## src/rtl/pll_reset_sequencer_pkg.sv

```systemverilog
// Shared encodings and sizing helpers for the PLL reset sequencer.
// The FSM encoding doubles as the debug seq_state value.
package pll_reset_sequencer_pkg;

    typedef enum logic [1:0] {
        WAIT_LOCK = 2'd0,
        STABILIZE = 2'd1,
        CORE_UP   = 2'd2,
        RUN       = 2'd3
    } seq_state_e;

    function automatic int cnt_width(input int a, input int b);
        int m;
        int w;
        m = (a > b) ? a : b;
        w = $clog2(m);
        return (w < 1) ? 1 : w;
    endfunction

endpackage

```

## src/rtl/pll_reset_sequencer_if.sv

```systemverilog
// Lock input and staged-reset/status bundle of the sequencer.
// master = sequencer side, slave = consumer of the resets.
interface pll_reset_sequencer_if #(
    parameter int LOSS_CNT_W = 4
);
    logic                  pll_lock;
    logic                  core_rst_n;
    logic                  periph_rst_n;
    logic                  sys_ready;
    logic [LOSS_CNT_W-1:0] lock_loss_cnt;
    logic [1:0]            seq_state;

    modport master (
        input  pll_lock,
        output core_rst_n,
        output periph_rst_n,
        output sys_ready,
        output lock_loss_cnt,
        output seq_state
    );

    modport slave (
        output pll_lock,
        input  core_rst_n,
        input  periph_rst_n,
        input  sys_ready,
        input  lock_loss_cnt,
        input  seq_state
    );
endinterface

```

## src/rtl/pll_reset_sequencer_sync_ff_chain.sv

```systemverilog
// Multi-flop synchroniser for a single asynchronous input.
// Clears to 0 on reset so a held-high input is not trusted until re-sampled.
module sync_ff_chain #(
    parameter int STAGES = 2
) (
    input  logic clk,
    input  logic rst_n,
    input  logic d,
    output logic q
);
    logic [STAGES-1:0] ff;

    always_ff @(posedge clk or negedge rst_n) begin
        if (!rst_n) begin
            ff <= '0;
        end else begin
            ff <= {ff[STAGES-2:0], d};
        end
    end

    assign q = ff[STAGES-1];
endmodule

```

## src/rtl/pll_reset_sequencer.sv

```systemverilog
// Staged reset release for core then peripherals, gated on a stable PLL lock.
// Lock loss drops every reset at once and bumps a saturating loss counter.
module pll_reset_sequencer
    import pll_reset_sequencer_pkg::*;
#(
    parameter int SYNC_STAGES           = 2,
    parameter int LOCK_STABLE_CYCLES    = 1024,
    parameter int CORE_TO_PERIPH_CYCLES = 16,
    parameter int LOSS_CNT_W            = 4
) (
    input  logic                  clk,
    input  logic                  rst_n,
    pll_reset_sequencer_if.master bus
);
    localparam int CNT_W =
        cnt_width(LOCK_STABLE_CYCLES, CORE_TO_PERIPH_CYCLES);
    localparam logic [CNT_W-1:0] STAB_LOAD =
        CNT_W'(LOCK_STABLE_CYCLES - 1);
    localparam logic [CNT_W-1:0] C2P_LOAD =
        CNT_W'(CORE_TO_PERIPH_CYCLES - 1);

    logic lock_s;

    seq_state_e            state_q, state_d;
    logic [CNT_W-1:0]      cnt_q, cnt_d;
    logic                  core_q, core_d;
    logic                  periph_q, periph_d;
    logic                  ready_q, ready_d;
    logic [LOSS_CNT_W-1:0] loss_q, loss_d;
    logic [LOSS_CNT_W-1:0] loss_inc;

    sync_ff_chain #(
        .STAGES (SYNC_STAGES)
    ) u_lock_sync (
        .clk   (clk),
        .rst_n (rst_n),
        .d     (bus.pll_lock),
        .q     (lock_s)
    );

    assign loss_inc = (loss_q == '1) ? loss_q : loss_q + 1'b1;

    always_ff @(posedge clk or negedge rst_n) begin
        if (!rst_n) begin
            state_q  <= WAIT_LOCK;
            cnt_q    <= '0;
            core_q   <= 1'b0;
            periph_q <= 1'b0;
            ready_q  <= 1'b0;
            loss_q   <= '0;
        end else begin
            state_q  <= state_d;
            cnt_q    <= cnt_d;
            core_q   <= core_d;
            periph_q <= periph_d;
            ready_q  <= ready_d;
            loss_q   <= loss_d;
        end
    end

    always_comb begin
        state_d  = state_q;
        cnt_d    = cnt_q;
        core_d   = core_q;
        periph_d = periph_q;
        ready_d  = ready_q;
        loss_d   = loss_q;
        unique case (state_q)
            WAIT_LOCK: begin
                core_d   = 1'b0;
                periph_d = 1'b0;
                ready_d  = 1'b0;
                if (lock_s) begin
                    state_d = STABILIZE;
                    cnt_d   = STAB_LOAD;
                end
            end
            STABILIZE: begin
                // A glitch here is not a real loss: restart, don't count.
                if (!lock_s) begin
                    state_d = WAIT_LOCK;
                end else if (cnt_q == '0) begin
                    state_d = CORE_UP;
                    core_d  = 1'b1;
                    cnt_d   = C2P_LOAD;
                end else begin
                    cnt_d = cnt_q - 1'b1;
                end
            end
            CORE_UP: begin
                if (!lock_s) begin
                    state_d = WAIT_LOCK;
                    core_d  = 1'b0;
                    loss_d  = loss_inc;
                end else if (cnt_q == '0) begin
                    state_d  = RUN;
                    periph_d = 1'b1;
                    ready_d  = 1'b1;
                end else begin
                    cnt_d = cnt_q - 1'b1;
                end
            end
            RUN: begin
                if (!lock_s) begin
                    state_d  = WAIT_LOCK;
                    core_d   = 1'b0;
                    periph_d = 1'b0;
                    ready_d  = 1'b0;
                    loss_d   = loss_inc;
                end
            end
            default: begin
                state_d = WAIT_LOCK;
            end
        endcase
    end

    assign bus.core_rst_n    = core_q;
    assign bus.periph_rst_n  = periph_q;
    assign bus.sys_ready     = ready_q;
    assign bus.lock_loss_cnt = loss_q;
    assign bus.seq_state     = state_q;
endmodule

```

## src/flat_wrapper.sv

```systemverilog
// flat-port wrapper written by rule: the top's interface ports become plain ports
module pll_reset_sequencer_flat import pll_reset_sequencer_pkg::*;
#(
    parameter int SYNC_STAGES           = 2,
    parameter int LOCK_STABLE_CYCLES    = 1024,
    parameter int CORE_TO_PERIPH_CYCLES = 16,
    parameter int LOSS_CNT_W            = 4
)
  (clk, rst_n, bus_pll_lock, bus_core_rst_n, bus_periph_rst_n, bus_sys_ready, bus_lock_loss_cnt, bus_seq_state);
  pll_reset_sequencer_if #(.LOSS_CNT_W(LOSS_CNT_W)) bus_i ();
  input  logic clk;
  input  logic rst_n;
  input wire logic [$bits(bus_i.pll_lock)-1:0] bus_pll_lock;
  output wire logic [$bits(bus_i.core_rst_n)-1:0] bus_core_rst_n;
  output wire logic [$bits(bus_i.periph_rst_n)-1:0] bus_periph_rst_n;
  output wire logic [$bits(bus_i.sys_ready)-1:0] bus_sys_ready;
  output wire logic [$bits(bus_i.lock_loss_cnt)-1:0] bus_lock_loss_cnt;
  output wire logic [$bits(bus_i.seq_state)-1:0] bus_seq_state;
  assign bus_i.pll_lock = bus_pll_lock;
  assign bus_core_rst_n = bus_i.core_rst_n;
  assign bus_periph_rst_n = bus_i.periph_rst_n;
  assign bus_sys_ready = bus_i.sys_ready;
  assign bus_lock_loss_cnt = bus_i.lock_loss_cnt;
  assign bus_seq_state = bus_i.seq_state;
  pll_reset_sequencer #(.SYNC_STAGES(SYNC_STAGES), .LOCK_STABLE_CYCLES(LOCK_STABLE_CYCLES), .CORE_TO_PERIPH_CYCLES(CORE_TO_PERIPH_CYCLES), .LOSS_CNT_W(LOSS_CNT_W)) u_core (.clk(clk), .rst_n(rst_n), .bus(bus_i));
endmodule
```

## config.mk

```make
export PLATFORM = sky130hd
export DESIGN_NAME = pll_reset_sequencer_flat
export DESIGN_NICKNAME = d
export VERILOG_FILES = /design/src/rtl/pll_reset_sequencer_pkg.sv /design/src/rtl/pll_reset_sequencer_if.sv /design/src/rtl/pll_reset_sequencer_sync_ff_chain.sv /design/src/rtl/pll_reset_sequencer.sv /design/src/flat_wrapper.sv
export SDC_FILE = /design/constraint.sdc
export NUM_CORES = 1
export LEC_CHECK = 0
export ABC_AREA = 1
export BUFFER_PORTS_ARGS = -buffer_cell sky130_fd_sc_hd__buf_2
export CAP_MARGIN = 10
export CORE_MARGIN = 1
export CORE_UTILIZATION = 38
export CTS_BUF_LIST = sky130_fd_sc_hd__clkbuf_4 sky130_fd_sc_hd__clkbuf_8
export CTS_CLUSTER_SIZE = 24
export DETAILED_ROUTE_END_ITERATION = 8
export PLACE_DENSITY = 0.56
export RECOVER_POWER = 100
export REMOVE_ABC_BUFFERS = 1
export SLEW_MARGIN = 10
export SYNTH_ARGS = -nofsm -noshare
export SYNTH_HDL_FRONTEND = slang
export SYNTH_SLANG_ARGS = --single-unit
```

## constraint.sdc

```tcl
create_clock -name clk -period 4.3 [get_ports clk]
set_input_delay 1.075 -clock clk [delete_from_list [all_inputs] [get_ports clk]]
set_output_delay 1.075 -clock clk [all_outputs]
set_load 0.1 [all_outputs]
```

==> impl_metrics.tcl, run 1 <==
set metrics [dict create \
    outcome "finished, final reports clean" \
    min_period_ns 2.70 \
    dr_total_vias 980 \
    io_pins 12 \
    async_reset_ff_share_pct 100 \
    post-route-period-util_pct 62.8 \
    final_core_util_pct 42.7 \
    holdPathEnd "u_core.u_lock_sync.ff[1]$_DFF_PN0_" \
    ctsHoldBuffers 0 \
    cts_root_buf "clkbuf_4" \
    synthFlopType "dfrtp_1" \
    port_buffers 11 \
    reg2reg_to "u_core.cnt_q[6]$_DFFE_PN0P_" \
    grt-ovfl-total 0 \
    synthTopCellsByArea "dfrtp_1 41%, nand2_1 10%, ha_1 7.2%" \
    ys.warnings.count 0 \
    path_cells "clkbuf_1" \
    crit_fanout 6 \
    drt-initial-drc-count 21 \
    finalHoldViolCount 0 \
    grt_pass1_wl_um 4030 \
    antenna_cells 0 \
    clock.fmax_mhz 370 \
    core_area_um2 3050 \
    drv_cap 0 \
    slowest_delay_ns 0.88 \
    cts_resized 0 \
    die_area_um2 3430 \
    clock_path_buffers 2 \
    drc 0 \
    layout-drive-gt1-share_pct 8.43 \
    ys_ff_latch 20 \
    synth.top_cell.area_share_pct 41.1 \
    grt_max_degree 21 \
    top_layer_used "met4" \
    r2r_cells 9 \
    gp_congestion 0.745 \
    antenna_found_initial 0 \
    r2r_start "u_core.cnt_q[0]$_DFFE_PN0P_" \
    yosysUniqueCellTypes 25 \
    wl_um 2200 \
    worst-slew-pin-transition_ns 1.16 \
    maxSlewHeadroom_pct 22.9 \
    drt-met1-wl_um 1080 \
    via_per_inst 4.67 \
    fin_setup_tns_ns 0 \
    clk_pin_slew_ns 0.11 \
    synth_area_um2 1220 \
    fin_nets 178 \
    rsz0062_at_grt "false" \
    final_max_slew_viol_count 0 \
    groute.usage.overall_pct 15.6 \
    synth_common_cells "34 x nand2_1, 21 x inv_1, 20 x dfrtp_1" \
    synth_cells 154 \
    crit_family "buffers and inverters" \
    dr.pass1.iters 4 \
    postCtsSetupRepairBufs 0 \
    cts_buffers 3 \
    chipWidth_um 58.6 \
    synth_edf_count 0 \
    critical_path_arrival_ns 1.62 \
    routed-wl-met3_um 43 \
    holdPathStages 0 \
    start_util_pct 39.9 \
    r2r_slack_ns 2.33 \
    htree_levels 1 \
    met2_length_um 1010 \
    critPathKind "reg2out" \
    startpoint_type "flop" \
    slowest_stage "clkbuf_1" \
    dpl.hpwl_um 1730 \
    finClkSkew_ns 0.00174 \
    endpoint_kind "output pin" \
    cp.required_ns 3.22 \
    die_h_um 58.6 \
    worst-path-buf-inv 1 \
    syn_to_final_growth_pct 7.09 \
    setup_viol 0 \
    grt_pass1_vias 973 \
    yosysSeqAreaShare_pct 41.1 \
    cts_num_sinks 20 \
    yosysMostFrequentCell "nand2_1" \
    wire_per_inst_um 10.5 \
    clock_latency_ns 0.30 \
    rows 20 \
    drtAntennaViolNets 0 \
    min_from "u_core.u_lock_sync.ff[0]$_DFF_PN0_" \
    cts_tree "built" \
    syn_area_per_cell_um2 7.91 \
    min_path_type "reg2reg" \
    yosys.area.top_type "dfrtp_1" \
]
stage by stage:
step                std cells  hold WS [ns]  setup WS [ns]  instance area (um^2)
finish                    210         0.359           1.60                  1300
global route              210         0.374           1.54                  1300
CTS                       210         0.360           2.01                  1330
detailed placement        207         0.335           2.35                  1310
global placement          207         0.336           2.38                  1310
floorplan                 152         0.331           1.73                  1200
kinds of logic (layout without fill, tap and decap cells):
kind of cell | Yosys count | in the layout | share of synthesized area [%]
AO/OA/AOI/OAI | 21 | 21 | 10.3
buffers and inverters | 25 | 37 | 8.63
adder cells (fa/ha/maj) | 7 | 7 | 7.19
AND/OR/NAND/NOR | 72 | 72 | 26.3
flip-flops | 20 | 20 | 41.1
XOR/XNOR | 9 | 9 | 6.48
per-layer routing:
metal / track usage (%) / vias to the layer above
met3: 1.98 / 7
met1: 19.4 / 453
met4: 9.52 / 0
met2: 25.6 / 13
li1: - / 507
met5: 0 / -
how the worst max path moves through the flow:
stage | start | end | slack [ns] | cells after the start
after floorplan | u_core.bus.sys_ready$_DFFE_PN0P_ | bus_periph_rst_n | 1.73 | 0
after global placement | u_core.bus.lock_loss_cnt[2]$_DFFE_PN0P_ | bus_lock_loss_cnt[2] | 2.38 | 1
after detailed placement | u_core.bus.seq_state[1]$_DFFE_PN0P_ | bus_seq_state[1] | 2.35 | 1
after CTS | u_core.bus.seq_state[1]$_DFFE_PN0P_ | bus_seq_state[1] | 2.01 | 1
after global routing | u_core.bus.seq_state[1]$_DFFE_PN0P_ | bus_seq_state[1] | 1.54 | 1
final | u_core.bus.seq_state[1]$_DFFE_PN0P_ | bus_seq_state[1] | 1.60 | 1
worst register-to-register path: cells and delay by family (launching register included):
family	cells	cell delay [ns]
AND/OR/NAND/NOR	5	0.82
adder cells (fa/ha/maj)	1	0.22
flip-flops	1	0.37
buffers and inverters	2	0.37
AO/OA/AOI/OAI	1	0.06
sequential cells by signal, summed over array words and instances (netlist names):
| register | flops |
|---|---|
| u_core.bus.core_rst_n | 1 |
| u_core.bus.lock_loss_cnt | 4 |
| u_core.bus.seq_state | 2 |
| u_core.bus.sys_ready | 1 |
| u_core.cnt_q | 10 |
| u_core.u_lock_sync.ff | 2 |
placed cells by master (no fill, tap or decap), drive strengths merged:
cell type,Yosys,final
nand2,35,35
nor3,1,1
nand3,11,11
xor2,6,6
a21oi,9,9
nand4,1,1
a22oi,1,1
or2,1,1
nor2,23,23
inv,23,23
clkbuf,0,13
a21boi,1,1
buf,2,1
a31o,1,1
o21ai,9,9
ha,7,7
dfrtp,20,20
xnor2,3,3
layout make-up:
cell class | instances | area [um^2]
fill | 347 | 1750
multi-input combinational | 109 | 597
sequential | 20 | 500
inverter | 23 | 86.3
tap | 44 | 55.1
timing repair buffer | 11 | 42.5
clock buffer | 3 | 22.5
Power of run 1 is not shown: default switching activity piles up to over one toggle a cycle in this logic, so the estimate is an artifact.
==> run 2: changes to the inputs <==
--- a/config.mk
+++ b/config.mk
@@ -13,7 +13,7 @@
 export CTS_BUF_LIST = sky130_fd_sc_hd__clkbuf_4 sky130_fd_sc_hd__clkbuf_8
 export CTS_CLUSTER_SIZE = 24
 export DETAILED_ROUTE_END_ITERATION = 8
-export PLACE_DENSITY = 0.56
+export PLACE_DENSITY = 0.58
 export RECOVER_POWER = 100
 export REMOVE_ABC_BUFFERS = 1
 export SLEW_MARGIN = 10
==> constraint.sdc (replaced) <==
create_clock -name clk -period 2.4 [get_ports clk]
set_input_delay 0.6 -clock clk [delete_from_list [all_inputs] [get_ports clk]]
set_output_delay 0.6 -clock clk [all_outputs]
set_load 0.1 [all_outputs]
==> run 2 against run 1 <==
  * Sequential share of layout area fell by 0.65 points
  * Count of clock-buffer cells in the layout rose by 1
  * Cell area rose by 1.7%
  * Global-route usage rose by 0.53 points
  * Routed wire length rose by 2.7%
  * Clock skew rose by 0.0058 ns
  * Sequential cell count did not move
  * Critical path depth rose by 8
  * Highest routed layer unchanged
==> impl_metrics.tcl, run 2 (synthesis results as in run 1) <==
set metrics [dict create \
    outcome "finished, final reports clean" \
    cts_num_sinks 20 \
    io_pins 12 \
    syn_to_final_growth_pct 8.94 \
    path_cells "inv_1 -> ha_1 -> nand3_1 -> nor2_1 -> nand2_1 -> nand2_1 -> nand2_1 -> nand2_1 -> a21oi_1" \
    finClkSkew_ns 0.00755 \
    postCtsSetupRepairBufs 0 \
    chipWidth_um 58.6 \
    layout_common_cells "35 x nand2_1, 21 x inv_1, 20 x nor2_1, 20 x dfrtp_1, 10 x nand3_1" \
    rsz0062_at_grt "false" \
    wire_per_inst_um 10.7 \
    dr_total_vias 963 \
    htree_levels 1 \
    critical_path_arrival_ns 2.05 \
    grt_max_degree 21 \
    die_area_um2 3430 \
    via_per_inst 4.56 \
    die_h_um 58.6 \
    startpoint_type "flop" \
    regMostFlops "u_core.cnt_q" \
    start_util_pct 39.9 \
    clk_pin_slew_ns 0.12 \
    maxSlewHeadroom_pct 28.6 \
    rows 20 \
    crit_family "simple AND/OR/NAND/NOR gates" \
    core_area_um2 3050 \
    clock.fmax_mhz 537 \
    largest_reg_flops 10 \
    dr.pass1.iters 4 \
    drv_cap 0 \
    endpoint_kind "flop" \
    ctsHoldBuffers 0 \
    grt_pass1_wl_um 4110 \
    fin_nets 178 \
    cp.required_ns 2.59 \
    cts_buffers 3 \
    setup_viol 0 \
    finalHoldViolCount 0 \
    wl_um 2260 \
    fill_cells 331 \
    post-route-period-util_pct 77.6 \
    worst-path-buf-inv 1 \
    cts_tree "built" \
    cp_common_cell "nand2_1" \
    crit_fanout 6 \
    clock_latency_ns 0.30 \
    layout-drive-gt1-share_pct 14.4 \
    drtAntennaViolNets 0 \
    drc 0 \
    slowest_stage "dfrtp_1" \
    min_path_type "reg2reg" \
    fin_setup_tns_ns 0 \
    critPathKind "reg2reg" \
    final_common_cell "nand2_1" \
    worst-slew-pin-transition_ns 1.07 \
    cts_resized 0 \
    port_buffers 11 \
    drt-initial-drc-count 43 \
    slowest_delay_ns 0.38 \
    antenna_cells 0 \
    dpl.hpwl_um 1730 \
    final_max_slew_viol_count 0 \
    grt-ovfl-total 0 \
    cts_root_buf "clkbuf_4" \
    antenna_found_initial 0 \
    clock_path_buffers 2 \
    gp_congestion 0.767 \
    grt_pass1_vias 939 \
    min_period_ns 1.86 \
    groute.usage.overall_pct 16.1 \
]
-- run 2: path summary, 6_finish.rpt --
kind | start | end | slack, ns | depth (start not counted)
max in group asynchronous | rst_n | u_core.bus.lock_loss_cnt[0]$_DFFE_PN0P_ | 1.30 | 1
max reg2reg | u_core.cnt_q[0]$_DFFE_PN0P_ | u_core.cnt_q[8]$_DFFE_PN0P_ | 0.54 | 9
min in group asynchronous | rst_n | u_core.bus.core_rst_n$_DFFE_PN0P_ | 0.46 | 1
min reg2reg | u_core.u_lock_sync.ff[0]$_DFF_PN0_ | u_core.u_lock_sync.ff[1]$_DFF_PN0_ | 0.37 | 0
max | u_core.cnt_q[0]$_DFFE_PN0P_ | u_core.cnt_q[8]$_DFFE_PN0P_ | 0.54 | 9
min | u_core.u_lock_sync.ff[0]$_DFF_PN0_ | u_core.u_lock_sync.ff[1]$_DFF_PN0_ | 0.37 | 0
-- run 2: per-layer routing --
metal	GRT usage [%]	share of wire (%)	vias up	routed length (um)
met2	26.4	49	13	1100
met5	0	0	-	0
met3	3.96	3.3	2	74
li1	-	-	506	-
met1	20.9	47	442	1060
met4	5.10	1.1	0	25
-- run 2: through the flow --
step	util, %	hold WS (ns)	instances	instance area, um^2	setup WS [ns]
2_1_floorplan	-	0.304	152	1200	0.238
3_3_place_gp	42.9	0.335	207	1310	0.711
3_5_place_dp	42.9	0.336	207	1310	0.718
4_1_cts	44.1	0.227	211	1350	0.578
5_1_grt	43.4	0.375	211	1330	0.304
6_report	43.4	0.374	211	1330	0.537
-- run 2: final cells by class --
cell class / count / area (um^2) / area share (%)
Clock buffer: 4 / 36.3 / 2.74
Sequential cell: 20 / 500 / 37.7
Tap cell: 44 / 55.1 / 4.15
Timing Repair Buffer: 11 / 53.8 / 4.06
Inverter: 23 / 86.3 / 6.51
Multi-Input combinational cell: 109 / 594 / 44.8
Power of run 2 is left out for the same reason.
